$ cat config.mk
export PLATFORM = sky130hd
export DESIGN_NAME = calc_btn_seq_flat
export DESIGN_NICKNAME = d
export VERILOG_FILES = /design/src/rtl/calc_pkg.sv /design/src/rtl/calc_btn_seq_if.sv /design/src/rtl/calc_btn_lut.sv /design/src/rtl/calc_btn_seq.sv /design/src/flat_wrapper.sv
export SDC_FILE = /design/constraint.sdc
export NUM_CORES = 1
export LEC_CHECK = 0
export ABC_AREA = 0
export CORE_MARGIN = 3
export CORE_UTILIZATION = 48
export CTS_BUF_LIST = sky130_fd_sc_hd__clkbuf_4 sky130_fd_sc_hd__clkbuf_8 sky130_fd_sc_hd__clkbuf_16
export DETAILED_ROUTE_END_ITERATION = 6
export PLACE_DENSITY = 0.83
export SETUP_SLACK_MARGIN = 0.1
export SLEW_MARGIN = 20
export SYNTH_ARGS = -nofsm -noshare
export SYNTH_HDL_FRONTEND = slang
export SYNTH_SLANG_ARGS = --single-unit
$ cat constraint.sdc
create_clock -name clk -period 1.63 [get_ports clk]
set_input_delay 0.163 -clock clk [delete_from_list [all_inputs] [get_ports clk]]
set_output_delay 0.163 -clock clk [all_outputs]
set_load 0.02 [all_outputs]
$ cat src/rtl/calc_pkg.sv
// Shared definitions for the calculator button path: widths, state encoding
// and the eight alu_op codes the button encoder can produce.
package calc_pkg;

    localparam int ALU_OP_W = 4;
    localparam int BTN_W    = 3;

    localparam logic [1:0] IDLE = 2'd0;
    localparam logic [1:0] HOLD = 2'd1;
    localparam logic [1:0] GAP  = 2'd2;

    typedef enum logic [1:0] {
        ST_IDLE = IDLE,
        ST_HOLD = HOLD,
        ST_GAP  = GAP
    } state_e;

    // Named by the {l,c,r} pattern each code corresponds to
    localparam logic [ALU_OP_W-1:0] OP_BTN_000 = 4'b0000;
    localparam logic [ALU_OP_W-1:0] OP_BTN_001 = 4'b0001;
    localparam logic [ALU_OP_W-1:0] OP_BTN_010 = 4'b0010;
    localparam logic [ALU_OP_W-1:0] OP_BTN_011 = 4'b0110;
    localparam logic [ALU_OP_W-1:0] OP_BTN_100 = 4'b0100;
    localparam logic [ALU_OP_W-1:0] OP_BTN_101 = 4'b1001;
    localparam logic [ALU_OP_W-1:0] OP_BTN_110 = 4'b1010;
    localparam logic [ALU_OP_W-1:0] OP_BTN_111 = 4'b0101;

endpackage

$ cat src/rtl/calc_btn_seq_if.sv
// Request handshake into the button sequencer: valid/ready plus the alu_op code.
interface calc_btn_seq_if;
    import calc_pkg::*;

    logic                op_valid;
    logic                op_ready;
    logic [ALU_OP_W-1:0] alu_op;

    modport master (output op_valid, output alu_op, input op_ready);
    modport slave  (input op_valid, input alu_op, output op_ready);

endinterface

$ cat src/rtl/calc_btn_lut.sv
// Combinational alu_op -> {legal, l, c, r} decoder; the inverse of the button encoder.
module calc_btn_lut
    import calc_pkg::*;
(
    input  logic [ALU_OP_W-1:0] alu_op,
    output logic                legal,
    output logic [BTN_W-1:0]    btn
);

    // Map each reachable code to its button pattern; everything else is illegal
    always_comb begin
        legal = 1'b1;
        btn   = 3'b000;
        case (alu_op)
            OP_BTN_000: btn = 3'b000;
            OP_BTN_001: btn = 3'b001;
            OP_BTN_010: btn = 3'b010;
            OP_BTN_011: btn = 3'b011;
            OP_BTN_100: btn = 3'b100;
            OP_BTN_101: btn = 3'b101;
            OP_BTN_110: btn = 3'b110;
            OP_BTN_111: btn = 3'b111;
            default: begin
                legal = 1'b0;
                btn   = 3'b000;
            end
        endcase
    end

endmodule

$ cat src/rtl/calc_btn_seq.sv
// Replays the btnl/btnc/btnr press pattern for a requested alu_op with hold/gap timing.
// Optional encoder loopback check enabled by CALC_BTN_SEQ_LOOPBACK_CHECK_EN.
module calc_btn_seq
    import calc_pkg::*;
#(
    parameter int HOLD_CYCLES = 4,
    parameter int GAP_CYCLES  = 2
) (
    input  logic           clk,
    input  logic           rst_n,
    calc_btn_seq_if.slave  op,
    output logic           btnl,
    output logic           btnc,
    output logic           btnr,
    output logic           busy,
    output logic           done,
    output logic           err
`ifdef CALC_BTN_SEQ_LOOPBACK_CHECK_EN
    ,
    output logic           mismatch
`endif
);

    localparam int CNT_MAX = (HOLD_CYCLES > GAP_CYCLES) ? HOLD_CYCLES : GAP_CYCLES;
    localparam int CNT_W   = $clog2(CNT_MAX + 1);
    localparam logic [CNT_W-1:0] HOLD_INIT = CNT_W'(HOLD_CYCLES - 1);
    localparam logic [CNT_W-1:0] GAP_INIT  = (GAP_CYCLES > 0) ? CNT_W'(GAP_CYCLES - 1) : '0;

    state_e             state_r;
    logic [CNT_W-1:0]   cnt_r;
    logic [BTN_W-1:0]   btn_r;
    logic               busy_r;
    logic               done_r;
    logic               err_r;
    logic               ready_r;
    logic               legal_s;
    logic [BTN_W-1:0]   btn_s;

    calc_btn_lut u_lut (
        .alu_op (op.alu_op),
        .legal  (legal_s),
        .btn    (btn_s)
    );

    // Sequencer FSM: every output is registered alongside the state
    always_ff @(posedge clk or negedge rst_n) begin
        if (!rst_n) begin
            state_r <= ST_IDLE;
            cnt_r   <= '0;
            btn_r   <= 3'b000;
            busy_r  <= 1'b0;
            done_r  <= 1'b0;
            err_r   <= 1'b0;
            ready_r <= 1'b1;
        end else begin
            done_r <= 1'b0;
            err_r  <= 1'b0;
            case (state_r)
                ST_IDLE: begin
                    if (op.op_valid && ready_r) begin
                        if (legal_s) begin
                            state_r <= ST_HOLD;
                            btn_r   <= btn_s;
                            cnt_r   <= HOLD_INIT;
                            busy_r  <= 1'b1;
                            ready_r <= 1'b0;
                        end else begin
                            err_r   <= 1'b1;
                        end
                    end else begin
                        state_r <= ST_IDLE;
                    end
                end
                ST_HOLD: begin
                    if (cnt_r == '0) begin
                        btn_r <= 3'b000;
                        if (GAP_CYCLES > 0) begin
                            state_r <= ST_GAP;
                            cnt_r   <= GAP_INIT;
                        end else begin
                            state_r <= ST_IDLE;
                            done_r  <= 1'b1;
                            busy_r  <= 1'b0;
                            ready_r <= 1'b1;
                        end
                    end else begin
                        cnt_r <= cnt_r - CNT_W'(1);
                    end
                end
                ST_GAP: begin
                    if (cnt_r == '0) begin
                        state_r <= ST_IDLE;
                        done_r  <= 1'b1;
                        busy_r  <= 1'b0;
                        ready_r <= 1'b1;
                    end else begin
                        cnt_r <= cnt_r - CNT_W'(1);
                    end
                end
                default: begin
                    state_r <= ST_IDLE;
                    cnt_r   <= '0;
                    btn_r   <= 3'b000;
                    busy_r  <= 1'b0;
                    ready_r <= 1'b1;
                end
            endcase
        end
    end

    assign btnl        = btn_r[2];
    assign btnc        = btn_r[1];
    assign btnr        = btn_r[0];
    assign busy        = busy_r;
    assign done        = done_r;
    assign err         = err_r;
    assign op.op_ready = ready_r;

`ifdef CALC_BTN_SEQ_LOOPBACK_CHECK_EN
    logic [ALU_OP_W-1:0] op_r;
    logic [ALU_OP_W-1:0] enc_op_s;
    logic                mismatch_r;

    // The encoder sees the driven button nets, so any corruption on them is caught
    calc_enc u_enc (
        .btnl   (btnl),
        .btnc   (btnc),
        .btnr   (btnr),
        .alu_op (enc_op_s)
    );

    // Latch the accepted op for comparison against the encoder's view
    always_ff @(posedge clk or negedge rst_n) begin
        if (!rst_n) begin
            op_r <= 4'b0000;
        end else if (state_r == ST_IDLE && op.op_valid && ready_r && legal_s) begin
            op_r <= op.alu_op;
        end else begin
            op_r <= op_r;
        end
    end

    // Compare in the last hold cycle; pulse lands on the following edge
    always_ff @(posedge clk or negedge rst_n) begin
        if (!rst_n) begin
            mismatch_r <= 1'b0;
        end else begin
            mismatch_r <= (state_r == ST_HOLD) && (cnt_r == '0) && (enc_op_s != op_r);
        end
    end

    assign mismatch = mismatch_r;
`endif

endmodule

$ cat src/flat_wrapper.sv
// flat-port wrapper written by rule: the top's interface ports become plain ports
module calc_btn_seq_flat import calc_pkg::*;
#(
    parameter int HOLD_CYCLES = 4,
    parameter int GAP_CYCLES  = 2
)
  (clk, rst_n, btnl, btnc, btnr, busy, done, err, op_op_valid, op_alu_op, op_op_ready);
  calc_btn_seq_if op_i ();
  input  logic clk;
  input  logic rst_n;
  output logic btnl;
  output logic btnc;
  output logic btnr;
  output logic busy;
  output logic done;
  output logic err;
  input wire logic [$bits(op_i.op_valid)-1:0] op_op_valid;
  input wire logic [$bits(op_i.alu_op)-1:0] op_alu_op;
  output wire logic [$bits(op_i.op_ready)-1:0] op_op_ready;
  assign op_i.op_valid = op_op_valid;
  assign op_i.alu_op = op_alu_op;
  assign op_op_ready = op_i.op_ready;
  calc_btn_seq #(.HOLD_CYCLES(HOLD_CYCLES), .GAP_CYCLES(GAP_CYCLES)) u_core (.clk(clk), .rst_n(rst_n), .op(op_i), .btnl(btnl), .btnc(btnc), .btnr(btnr), .busy(busy), .done(done), .err(err));
endmodule
==> Word-level counts from Yosys, hierarchy flattened <==
Cells that the tools add are included.
{ "totals": {"word_cells": 63, "output_inout_bits": 7, "latch_bits": 0, "romBits": 0, "ram_bits": 0, "memories": 0, "reg_bits": 12} }
{ "op_classes": {"n_eq_ne": 15, "muxes": 29, "shifts": 0, "bitwise_logic": 2, "addsub": 1, "reduce_logical": 9, "order_cmp": 0, "n_mul": 0, "n_div": 0} }
{ "op_table": {"columns": ["cell", "count"], "rows": [
  ["3-bit two-way mux", 7],
  ["3-bit one-hot mux with 7 select lines", 1],
  ["3-bit one-hot mux with 3 select lines", 2],
  ["4-bit by 3-bit == test with 1-bit output (second input constant)", 3],
  ["1-bit two-way mux", 12],
  ["4-bit == test (second input constant)", 2],
  ["2-bit two-way mux", 4],
  ["2-bit by 1-bit != test with 1-bit output (second input constant)", 4],
  ["4-bit AND reduction", 2],
  ["8-bit OR reduction", 1],
  ["1-bit one-hot mux with 3 select lines", 2],
  ["2-bit one-hot mux with 3 select lines", 1],
  ["3-bit AND reduction", 2],
  ["4-bit by 1-bit == test with 1-bit output (second input constant)", 1],
  ["4-bit by 2-bit == test with 1-bit output (second input constant)", 1],
  ["4-bit zero test", 1],
  ["3-bit zero test", 1],
  ["3-bit by 2-bit != test with 1-bit output (second input constant)", 1],
  ["3-bit by 1-bit subtractor with 3-bit output (second input constant)", 1],
  ["2-bit by 1-bit == test with 1-bit output (second input constant)", 1],
  ["2-bit == test (second input constant)", 1],
  ["2-bit zero test", 1],
  ["2-bit != test (second input constant)", 1],
  ["1-bit NOT", 2],
  ["1-bit logical AND", 1]
]} }

==> Longest topological paths before layout <==
Gate-level depths: netlist (run 1).
{ "logic_depth": {"ltp_word": 6, "mapped_depth": 7} }

==> Hierarchy <==
A second synthesis (run 1) with hierarchy kept.
{ "unflattened": {"hier_cells": 80, "hier_area_um2": 767.0} }
{ "modules_own_cells": {"columns": ["mod", "area_per_inst_um2", "n_inst", "cells_per_inst"], "rows": [
  ["calc_btn_seq", 676.9, 1, 69],
  ["calc_btn_lut", 90.1, 1, 11]
]} }

==> Worst setup path before layout (run 1) <==
OpenSTA, ideal clock, no wires.
{ "synth_path": {"path_kind": "flip-flop to flip-flop", "startpoint": "register u_core.cnt_r[0]", "endpoint": "register u_core.btn_r[0]", "slack_ns": 0.266, "path_buffers": 1, "setup_time_ns": 0.120, "stages_incl_launch_ff": 7, "t_arrival_ns": 1.244, "cell_sequence": "dfrtp_1 > inv_1 > ha_1 > nor2b_1 > buf_2 > o21ai_0 > a31o_1"} }
{ "synth_between": {"elab_chain_cells": 3} }
{ "synth_lines": {"columns": ["item", "line", "text"], "rows": [
  ["from (decl)", "calc_btn_seq.sv:30", "logic [CNT_W-1:0] cnt_r;"],
  ["from (signal assigned)", "calc_btn_seq.sv:87", "cnt_r <= cnt_r - CNT_W'(1);"],
  ["from (signal assigned)", "calc_btn_seq.sv:97", "cnt_r <= cnt_r - CNT_W'(1);"],
  ["3-bit zero test", "calc_btn_seq.sv:75", "if (cnt_r == '0) begin"],
  ["2-bit by 1-bit != test with 1-bit output (no source line)", null, null],
  ["4-bit AND reduction (no source line)", null, null],
  ["to (signal assigned)", "calc_btn_seq.sv:63", "btn_r <= btn_s;"],
  ["to (decl)", "calc_btn_seq.sv:31", "logic [BTN_W-1:0] btn_r;"]
]} }
No other way between the ends.
A chain may end at the register's enable or synchronous reset.

==> Worst setup path in the final report (run 1) <==
{ "layout_path": {"startpoint": "register u_core.cnt_r[1]", "endpoint": "register u_core.cnt_r[1]"} }
{ "layout_between": {"elab_chain_cells": 3, "word_cells_on_any_way": 7, "cone_classes": "add/sub (1); eq/ne (1); mux (3); reduce/logical (2)"} }
{ "layout_lines": {"columns": ["item", "line", "text"], "rows": [
  ["3-bit by 1-bit subtractor with 3-bit output / 3-bit zero test (equally long branches)", null, null],
  ["3-bit two-way mux, or another cell as far along", "calc_btn_seq.sv:91", "if (cnt_r == '0) begin"],
  ["3-bit one-hot mux with 3 select lines / 3-bit AND reduction (equally long branches)", null, null]
]} }
Several ways; a longest one is shown, not always the timed one. The select of a mux whose other input is x is not followed.

==> flow_metrics.tcl, run 1 <==
set metrics [dict create \
    p_int_uw 787.1 \
    p_clk_share_pct 19.8 \
    layout_common_cells "12 x clkdlybuf4s50_1, 11 x dfrtp_1, 7 x nor2_1, 5 x nand2_1, 4 x nor2b_1" \
    num_vias 579 \
    drv_slew 0 \
    drtAntennaViolNets 0 \
    cp.arrival_ps 1650 \
    syn_avg_cell_area_um2 9.741 \
    hpwl_um 1013 \
    cts_root_buffer "clkbuf_4" \
    fillerInstances 88 \
    ioPinCount 14 \
    pwr-share-comb_pct 43.3 \
    cts_max_level 1 \
    slowest_stage "dfrtp_1" \
    cts_buffer_depth 2 \
    critPathRequiredTime_ps 1820 \
    tightestPinTransition_ps 558.8 \
    min_period_ps 1458 \
    final_common_cell "clkdlybuf4s50_1" \
    tns_ps 0 \
    synth_seq_cells 12 \
    cap_violations 0 \
    critPathCaptureType "flop" \
    hold_path_class "in -> async" \
    synth_nets 79 \
    synthDistinctLibCells 30 \
    max_freq_ghz 0.6858 \
    vias_per_cell 5.790 \
    drc 0 \
    maxSlewHeadroom_pct 62.63 \
    clk_pin_slew_ps 90 \
    clk_latency_ps 280 \
    num_antenna_cells 0 \
    cpPeakStageDelay_ps 380 \
    synth_ff_type "dfrtp_1" \
    yosysWarnings 0 \
    routabilityCongestion 0.8230 \
    drive_gt1_share_pct 16.28 \
    finalPower_uw 1259 \
    crit_fanout 7 \
    die_w_um 43.69 \
    status "complete, no violations" \
    ir_drop_v 0.0008424 \
    grt-ovfl-total 0 \
    fin_skew_ps 0.8565 \
    finalHoldViolations 0 \
    switching_share_pct 37.51 \
    switchingPower_uw 472.4 \
    async_flop_share_pct 100.0 \
    netlist_area_um2 681.9 \
    crit_path_cell_trace "inv_1, ha_1, nor2b_4, buf_4, or3_1, o211ai_1" \
    cp_num_buf_inv 2 \
    finalCritPeriodShare_pct 89.46 \
    worst_hold_slack_ps 239.5 \
    die-area_um2 1909 \
    cts_num_sinks 12 \
    finalNetCount 96 \
    startpoint_type "flop" \
    start_util_pct 56.07 \
    power.share.sequential_pct 36.9 \
    grt_max_degree 13 \
    critical_path_class "reg -> reg" \
    drtIter0Drc 16 \
    routed_wl_um 1389 \
    power.leakage_uw 0.0003743 \
    critPathTopFamily "simple AND/OR/NAND/NOR gates" \
    std_cell_rows 12 \
    power-per-cell-area_nw_per_um2 1444 \
    rsz0062_at_grt "yes" \
    cts_tree "done" \
    syn_inst 70 \
    cts_buffers 3 \
    syn2layout_area_growth_pct 27.89 \
    grt_first_pass_wirelength_um 2228 \
    antenna_found_initial 0 \
    routedWlPerCell_um 13.89 \
    fp.dieH_um 43.69 \
    ys_seq_area_share_pct 44.22 \
    grt_pass1_vias 511 \
    grt_util_all_layers_pct 15.76 \
    coreArea_um2 1216 \
    setup_viol 0 \
    dr.pass1.iters 4 \
    io_buffers 13 \
    synth_edf_count 0 \
]
sequential cells by signal, summed over array words and instances, names as in the netlist:
name,cells
u_core.btn_r,3
u_core.busy,1
u_core.cnt_r,3
u_core.done,1
u_core.err,1
u_core.op.op_ready,1
u_core.state_r,2
layout make-up:
class                      count  area (um^2)  area share, %
timing repair buffer          15        143.9          16.50
sequential                    12        301.5          34.58
multi-input combinational     51        357.8          41.03
inverter                       4        15.01          1.722
tap                           14        17.52          2.009
clock buffer                   4        36.28          4.161
metal layers:
layer / share of wire [%] / vias to the layer above / GRT usage, % / wire length (um)
met5: 0 / - / 0 / 0
met4: 0.72 / 0 / 6.024 / 10
met3: 6.6 / 2 / 3.734 / 92
met2: 45 / 25 / 25.29 / 628
met1: 47 / 271 / 20.36 / 657
li1: - / 281 / - / -
stage by stage:
step                utilization [%]  worst slack (ps)  cells  instance area (um^2)
floorplan                         -             265.9     70                 681.9
global placement              67.59             61.64     95                 822.0
detailed placement            67.59             9.842     95                 822.0
CTS                           70.68             109.0     99                 859.6
global route                  71.71             89.44    100                 872.1
finish                        71.71             171.9    100                 872.1
worst paths after layout:
kind	cells past startpoint	start	endpoint	slack, ps
max	6	u_core.cnt_r[1]	u_core.cnt_r[1]	170
min	1	rst_n	u_core.btn_r[0]	240
max reg2reg	6	u_core.cnt_r[1]	u_core.cnt_r[1]	170
min reg2reg	2	u_core.op.op_ready	u_core.op.op_ready	480
max in group asynchronous	1	rst_n	u_core.op.op_ready	1020
min in group clk	2	op_op_valid	u_core.op.op_ready	480
cells by family after synthesis:
group	synth area share [%]
AO/OA/AOI/OAI	20.00
adder cells (fa/ha/maj)	3.669
buffers and inverters	4.402
flip-flops	44.22
multiplexers	4.404
AND/OR/NAND/NOR	23.31
timing repair:
item                       4_1_cts  5_1_grt
hold endpoints to repair         0        0
gates resized for setup          2        3
setup endpoints to repair        3        3
buffers inserted                 0        1
hold buffers                     0        0
power groups by stage:
| stage | clock [uW] | sequential (uW) | combinational [uW] |
|---|---|---|---|
| finish | 250 | 464 | 546 |
| global route | 263 | 476 | 601 |
| CTS | 249 | 458 | 523 |
| detailed placement | 0 | 462 | 524 |
| global placement | 0 | 459 | 501 |
| floorplan | 0 | 481 | 323 |
cells in the mapped netlist (all sizes together) (2+ instances only):
| cell | count | area, um^2 |
|---|---|---|
| nand2 | 6 | 25.03 |
| nor2 | 8 | 32.54 |
| nor3 | 2 | 21.27 |
| ha | 2 | 25.02 |
| a22oi | 3 | 22.52 |
| buf | 3 | 15.01 |
| mux2i | 3 | 30.03 |
| dfrtp | 11 | 275.3 |
| o21ai | 4 | 20.02 |
| nand2b | 3 | 18.77 |
| inv | 4 | 15.01 |
| a31o | 2 | 17.52 |
| nor2b | 5 | 31.28 |
Power figures use the tool's default switching activity.
==> run 2: changes to the inputs <==
--- a/config.mk
+++ b/config.mk
@@ -7,10 +7,11 @@
 export LEC_CHECK = 0
 export ABC_AREA = 0
 export CORE_MARGIN = 3
-export CORE_UTILIZATION = 48
+export CORE_UTILIZATION = 50
 export CTS_BUF_LIST = sky130_fd_sc_hd__clkbuf_4 sky130_fd_sc_hd__clkbuf_8 sky130_fd_sc_hd__clkbuf_16
 export DETAILED_ROUTE_END_ITERATION = 6
-export PLACE_DENSITY = 0.83
+export DONT_BUFFER_PORTS = 1
+export PLACE_DENSITY = 0.72
 export SETUP_SLACK_MARGIN = 0.1
 export SLEW_MARGIN = 20
 export SYNTH_ARGS = -nofsm -noshare
==> flow_metrics.tcl, run 2 (same netlist as run 1, synthesis figures left out) <==
set metrics [dict create \
    num_antenna_cells 0 \
    hpwl_um 933.5 \
    drv_slew 0 \
    drtIter0Drc 18 \
    tns_ps 0 \
    met2WireLength_um 572 \
    grt_first_pass_wirelength_um 2042 \
    fp.dieH_um 42.93 \
    dr.pass1.iters 4 \
    clk_pin_slew_ps 80 \
    grt_util_all_layers_pct 14.82 \
    hold_path_class "in -> reg" \
    cts_tree "done" \
    start_util_pct 57.49 \
    antenna_found_initial 0 \
    crit_end "u_core.cnt_r[1]" \
    finalHoldViolations 0 \
    grt_pass1_vias 488 \
    cts_root_buffer "clkbuf_4" \
    cts_buffer_depth 2 \
    layout_common_cells "11 x dfrtp_1, 7 x nor2_1, 5 x nand2_1, 4 x o21ai_0, 4 x nor2b_1" \
    routedWlPerCell_um 13.84 \
    io_buffers 0 \
    std_cell_rows 12 \
    drive_gt1_share_pct 18.67 \
    r2r-start "u_core.cnt_r[1]" \
    syn2layout_area_growth_pct 11.74 \
    finalNetCount 85 \
    critPathRequiredTime_ps 1830 \
    tightestPinTransition_ps 540.7 \
    setup_viol 0 \
    final_common_cell "dfrtp_1" \
    power-per-cell-area_nw_per_um2 1509 \
    fin_skew_ps 0.5864 \
    clk_latency_ps 280 \
    dpl_worst_slack_ps 189.0 \
    wl_met3_um 68 \
    status "complete, no violations" \
    cts_max_level 1 \
    grt-ovfl-total 0 \
    vias_per_cell 6.022 \
    die-area_um2 1843 \
    grt_max_degree 13 \
    reg2regPathDepth 6 \
    final_core_util_pct 64.24 \
    routed_wl_um 1232 \
    routabilityCongestion 0.8308 \
    startpoint_type "flop" \
    drtAntennaViolNets 0 \
    r2r_slack_ps 200 \
    drc 0 \
    die_w_um 42.93 \
    critPathLaunch "u_core.cnt_r[1]" \
    cts_setup_buffers 0 \
    cp.arrival_ps 1630 \
    cts_num_sinks 12 \
    coreArea_um2 1186 \
    finalCritPeriodShare_pct 87.57 \
    max_freq_ghz 0.7005 \
    ir_drop_v 0.0007816 \
    setup_slack_ps 202.5 \
    highest_layer "met4" \
    r2r-end "u_core.cnt_r[1]" \
    rsz0062_at_grt "no" \
    crit_fanout 8 \
    largestRegisters "u_core.btn_r: 3 flops, u_core.cnt_r: 3 flops, u_core.state_r: 2 flops" \
    ioPinCount 14 \
    drt-met1-wl_um 568 \
    power.leakage_uw 0.0003285 \
    min_period_ps 1427 \
    num_vias 536 \
    cts_buffers 3 \
    maxSlewHeadroom_pct 63.84 \
    cap_violations 0 \
    critical_path_class "reg -> reg" \
    critPathCaptureType "flop" \
]
run 2: cell types whose count changed in the layout (fill, tap and decap cells not counted), sizes merged:
cell | previous run | this run
clkdlybuf4s50 | 12 | 0
dlygate4sd3 | 0 | 2
dlygate4sd2 | 1 | 0
run 2: final cells by class:
class                           instances  area [um^2]
Fill cell                              95        424.2
Multi-Input combinational cell         51        352.8
Sequential cell                        12        301.5
Timing Repair Buffer                    4        38.79
Clock buffer                            4        36.28
Tap cell                               14        17.52
Inverter                                4        15.01
run 2: what timing repair did:
| item | in CTS | in global routing |
|---|---|---|
| resized for setup | 0 | 3 |
| hold buffers | 2 | 0 |
| hold endpoints to repair | 13 | 0 |
| endpoints found under the setup margin | 0 | 5 |
run 2: where the power goes:
group | internal (uW) | total (uW) | switching (uW)
clock network | 136 | 245 | 109
logic | 196 | 412 | 215
registers | 387 | 493 | 106
run 2: stage by stage:
step	area [um^2]	instances	power (uW)	hold slack (ps)
global route	762.0	89	1234	118.8
detailed placement	699.4	83	885.3	-132.3
global placement	699.4	83	876.5	-132.3
floorplan	681.9	70	803.8	-132.6
finish	762.0	89	1149	108.1
CTS	755.7	89	1139	100.9
run 2: critical path, stage by stage (launching register included):
cell,delay [ps]
dfrtp_1,370
inv_1,60
ha_1,180
nor2b_2,170
buf_6,130
or3_1,340
o211ai_1,100
run 2: worst min path at each step:
stage / from / endpoint / cells past startpoint
detailed placement: rst_n / u_core.btn_r[2] / 0
floorplan: rst_n / u_core.btn_r[0] / 0
finish: op_op_valid / u_core.err / 2
global route: op_op_valid / u_core.err / 2
CTS: op_op_valid / u_core.err / 2
global placement: rst_n / u_core.btn_r[2] / 0
run 2: per-layer routing:
| layer | vias to the layer above | GRT usage [%] |
|---|---|---|
| li1 | 257 | - |
| met1 | 260 | 18.90 |
| met2 | 17 | 21.26 |
| met3 | 2 | 6.356 |
| met4 | 0 | 7.229 |
| met5 | - | 0 |
